===== src/rtl/cp0.sv =====
// MIPS-style coprocessor 0: SR / Cause / EPC registers with interrupt and
// exception request generation for a five-stage pipeline (M-stage commit).
module cp0 (
  input  logic        clk,
  input  logic        reset,
  input  logic [4:0]  A1,
  input  logic [4:0]  A2,
  input  logic [31:0] DIn,
  input  logic        WE,
  input  logic [31:0] PC,
  input  logic        BDIn,
  input  logic [4:0]  ExcCodeIn,
  input  logic [5:0]  HWInt,
  input  logic        EXLClr,
  output logic        Req,
  output logic [31:0] EPCOut,
  output logic [31:0] DOut
);

  typedef enum logic [4:0] {
    REG_SR    = 5'd12,
    REG_CAUSE = 5'd13,
    REG_EPC   = 5'd14
  } cp0_reg_e;

  // Only the architected fields are stored; unused bits are constant zero.
  logic [5:0]  im;
  logic        exl;
  logic        ie;
  logic        bd;
  logic [5:0]  ip;
  logic [4:0]  exc_code;
  logic [31:0] epc;

  logic        int_req;
  logic        exc_req;
  logic [31:0] pc_aligned;
  logic [31:0] epc_trap;
  logic [31:0] sr_value;
  logic [31:0] cause_value;

  // The low PC bits are discarded when the trap address is word-aligned.
  logic unused_pc_bits;
  assign unused_pc_bits = ^PC[1:0];

  assign int_req = (|(HWInt & im)) & ie & ~exl;
  assign exc_req = (ExcCodeIn != 5'd0) & ~exl;

  // Gated by reset so a stale ExcCodeIn cannot raise a request while held.
  assign Req = (int_req | exc_req) & ~reset;

  assign pc_aligned = {PC[31:2], 2'b00};
  assign epc_trap   = BDIn ? (pc_aligned - 32'd4) : pc_aligned;

  assign sr_value    = {16'h0, im, 8'h0, exl, ie};
  assign cause_value = {bd, 15'h0, ip, 3'h0, exc_code, 2'b00};

  // NOTE: all state uses non-blocking assignments so every read of a CP0
  // register in this block sees the value from before the current edge.
  always_ff @(posedge clk or posedge reset) begin
    if (reset) begin
      im       <= '0;
      exl      <= 1'b0;
      ie       <= 1'b0;
      bd       <= 1'b0;
      ip       <= '0;
      exc_code <= '0;
      epc      <= '0;
    end else begin
      ip <= HWInt;
      if (Req) begin
        exl      <= 1'b1;
        bd       <= BDIn;
        exc_code <= int_req ? 5'd0 : ExcCodeIn;
        epc      <= epc_trap;
      end else begin
        if (WE && (A2 == REG_SR)) begin
          im  <= DIn[15:10];
          exl <= DIn[1];
          ie  <= DIn[0];
        end
        if (WE && (A2 == REG_EPC)) begin
          epc <= DIn;
        end
        // Last assignment wins: eret clears EXL even over a same-edge SR write.
        if (EXLClr) begin
          exl <= 1'b0;
        end
      end
    end
  end

  always_comb begin
    DOut = 32'h0;
    unique case (A1)
      REG_SR:    DOut = sr_value;
      REG_CAUSE: DOut = cause_value;
      REG_EPC:   DOut = epc;
      default:   DOut = 32'h0;
    endcase
  end

  assign EPCOut = epc;

endmodule


===== config.mk =====
export PLATFORM = sky130hd
export DESIGN_NAME = cp0
export DESIGN_NICKNAME = d
export VERILOG_FILES = /design/src/rtl/cp0.sv
export SDC_FILE = /design/constraint.sdc
export NUM_CORES = 1
export LEC_CHECK = 0
export ABC_AREA = 1
export BUFFER_PORTS_ARGS = -buffer_cell sky130_fd_sc_hd__clkbuf_2
export CORE_ASPECT_RATIO = 0.75
export CORE_MARGIN = 4
export CORE_UTILIZATION = 30
export DETAILED_ROUTE_END_ITERATION = 16
export PLACE_DENSITY_LB_ADDON = 0.05
export SYNTH_ARGS = -nofsm -noshare
export SYNTH_HDL_FRONTEND = slang
export SYNTH_SLANG_ARGS = --single-unit

===== constraint.sdc =====
create_clock -name clk -period 2 [get_ports clk]
set_input_delay 0.3 -clock clk [delete_from_list [all_inputs] [get_ports clk]]
set_output_delay 0.3 -clock clk [all_outputs]
set_load 0.02 [all_outputs]

==> results.md <==
- Final instance area: 4840 um^2
- Critical Path Start Type: flop
- FF-to-FF End: EPCOut[29]
- Pin count of the biggest net entering global routing: 53
- Overall Power: 4220 uW
- PortBufs: 152
- Worst vdd ir: 0.000382 V
- Buf+Inv Stages, Crit Path: 2
- Crit path cell chain: nand2_1 > nand2_1 > nor2_1 > nand2_1 > nand2_4 > a21oi_4 > buf_4 > clkbuf_2
- Worst-path clk slew: 0.08 ns
- Worst Hold Class: in2reg
- Arr. time, crit path: 1.52 ns
- First-pass GRT wire length: 20200 um
- Crit Path Category: reg2out
- Synth Warn #: 0
- Clock Tree Root: clkbuf_16
- Io pins: 155
- GRT overflow: 0
- Fin cells: 891
- PwrDens: 872 nW/um^2
- Final setup violation count: 0
- Crit-path leading delay family: flip-flops
- Slew HR: 0.530
- Reg2Reg Launch Point: im[4]
- Seq cells post-synth: 52
- Worst path most repeated cell: nand2_1
- Full die area: 14200 um^2
- Die width: 136 um
- CTS H-tree lvls: 2
- Area growth syn-to-layout: 30.9%
- Later-pin clock latency in the skew report: 0.29 ns
- PnR worst setup slack: 0.178 ns
- CP endpoint kind: primary output
- Critical Path End: Req
- Drt pass-1 iters: 5
- Share of the synthesized area in the top cell type: 0.352
- GP Congestion: 0.900
- R2r setup slk: 0.34 ns
- Total GRT Usage: 0.179
- Lkg Pwr: 0.00269 uW
- Netlist Area Pre-Place: 3700 um^2
- Status: completed
- Via density: 4.56
- Die Y: 104 um
- CTS tree: built
- Fin Setup TNS: 0 ns
- Initial antenna violation count: 0
- CP max stage cell: dfrtp_1
- Row count: 34
- RSZ-0062 raised after global routing: no
- Syn_nets: 663
- Clock tree buffer depth: 2
- Core ar.: 11800 um^2
- Final Slew Violations: 0
- CP peak stage delay: 0.37 ns
- Vias: 4062
- Starting Density: 0.313
- Num Clock Sinks: 52
- Number of flops mapped to enable cells by yosys: 0
- Worst R2R Path Depth: 11
- Fin nets: 819
- Cells after Synth: 572
- Share of cells above drive strength 1: 0.276
- Detail Placement HPWL: 10500 um
- CP Launch Point: im[3]
- Max Fclk: 549 MHz
- Post-Syn Area per Cell: 6.47 um^2
- N_diodes: 0
- ANT nets after route: 0
- Worst path depth: 8
- Initial DRC Count: 190
- Period utilisation layout: 0.911
- Placed Instances: 882
- Top cells by area, synth: dfrtp_1 35%, nand2_1 20%, inv_1 7.9%, nor2_1 7.0%, nand3_1 5.1%
- Least-Margin Pin Slew: 0.706 ns
- DP Worst Slack: 0.200 ns
- Final count of hold timing violations: 0
- Post-synthesis sequential area ratio: 0.352
- Top FF cell, synth: dfrtp_1
- Yosys cell types: 35
- Req. time, crit path: 1.70 ns
- TritonCTS Buffers: 5
- Placed inst area: 4660 um^2
- Worst Skew: 0.00534 ns
- Routed WL per cell: 14.3 um
- Vias in the first global route: 3885
- Crit-path max FO: 7
- MaxCap Viol Count: 0
- Post-Route WL: 12700 um
- Post-route minimum period: 1.82 ns
- Synth area leader: dfrtp_1
- Asr flop ratio synth: 1.00
- DRC errors left: 0
-- power by group --
group	internal (uW)	switching (uW)
Sequential	1370	233
Combinational	538	1060
Clock	598	423
Total	2500	1720
-- synth_stat cells (2+ instances only) --
cell      number
o21ai_1       24
xor2_1        11
o22ai_1        5
buf_2          7
nor3_2         2
nand2_4        4
buf_6          4
nand4_1       11
nor3_1         3
inv_1         78
clkbuf_1       2
nand2_1      200
nor2_1        69
nand2_2        6
buf_4          4
xnor2_1        2
o21ai_0       28
nand3_1       38
nor2_4         3
dfrtp_1       52
nor2_2         5
-- timing repair --
item                                    CTS  global route
hold buffers                              0             0
resized for setup                         0             2
endpoints found under the setup margin    0             2
setup buffers                             0             1
-- stage by stage --
stage | hold slack (ns) | util
2_1_floorplan | 0.331 | -
3_3_place_gp | 0.427 | 0.394
3_5_place_dp | 0.432 | 0.394
4_1_cts | 0.122 | 0.408
5_1_grt | 0.118 | 0.409
6_report | 0.131 | 0.409
-- worst min-delay path by stage --
stage             start  endpoint  slack (ns)  depth (start not counted)
2_1_floorplan  HWInt[0]     ip[0]        0.33                          0
3_3_place_gp   HWInt[4]     ip[4]        0.43                          1
3_5_place_dp   HWInt[4]     ip[4]        0.43                          1
4_1_cts        HWInt[4]     ip[4]        0.12                          1
5_1_grt        HWInt[2]     ip[2]        0.12                          1
6_report       HWInt[4]     ip[4]        0.13                          1
-- cells in the final DEF (no fill, tap or decap) --
cell / n
a21oi_1: 1
a21oi_2: 1
a21oi_4: 1
and2_0: 1
and2_1: 1
buf_12: 1
buf_4: 13
bufinv_16: 1
clkbuf_16: 5
clkbuf_2: 152
clkinv_2: 1
clkinvlp_4: 1
dfrtp_1: 52
ha_1: 1
inv_1: 77
inv_4: 1
inv_8: 1
nand2_1: 200
nand2_2: 6
nand2_4: 4
nand3_1: 38
nand3_2: 1
nand3b_1: 1
nand4_1: 11
nor2_1: 69
nor2_2: 5
nor2_4: 3
nor2_8: 1
nor3_1: 3
nor3_2: 2
o21ai_0: 28
o21ai_1: 24
o21ai_2: 1
o21bai_1: 1
o221ai_1: 1
o22ai_1: 5
o311ai_0: 1
xnor2_1: 2
xor2_1: 11
-- layout make-up --
class                           count  area, um^2
Clock inverter                      3        46.3
Multi-Input combinational cell    424        1980
Fill cell                        1348        6990
Sequential cell                    52        1300
Inverter                           79         303
Tap cell                          162         203
Timing Repair Buffer              166         878
Clock buffer                        5         125
-- registers in the layout (all words and copies together) (netlist names) --
register / count
exc_code: 5
exl: 1
ip: 6
ie: 1
im: 6
EPCOut: 32
bd: 1
-- routing by layer --
metal / global-route usage / share of wire / up-vias
met3: 0.0305 / 0.044 / 6
met4: 0.0281 / 0.0086 / 0
met2: 0.262 / 0.42 / 107
li1: - / - / 2090
met5: 0 / 0 / -
met1: 0.277 / 0.53 / 1859
-- logic make-up (layout without fill, tap and decap cells) --
logic type	count (synthesis)	after routing	share of synthesized area
AOI/OAI and AO/OA	64	64	0.0961
xor gates and xnor gates	13	13	0.0308
adders and majority gates	1	1	0.00338
buffers and inverters	96	253	0.112
DFF	52	52	0.352
and+or+nand+nor	346	346	0.406
Power figures use the tool's default switching activity.
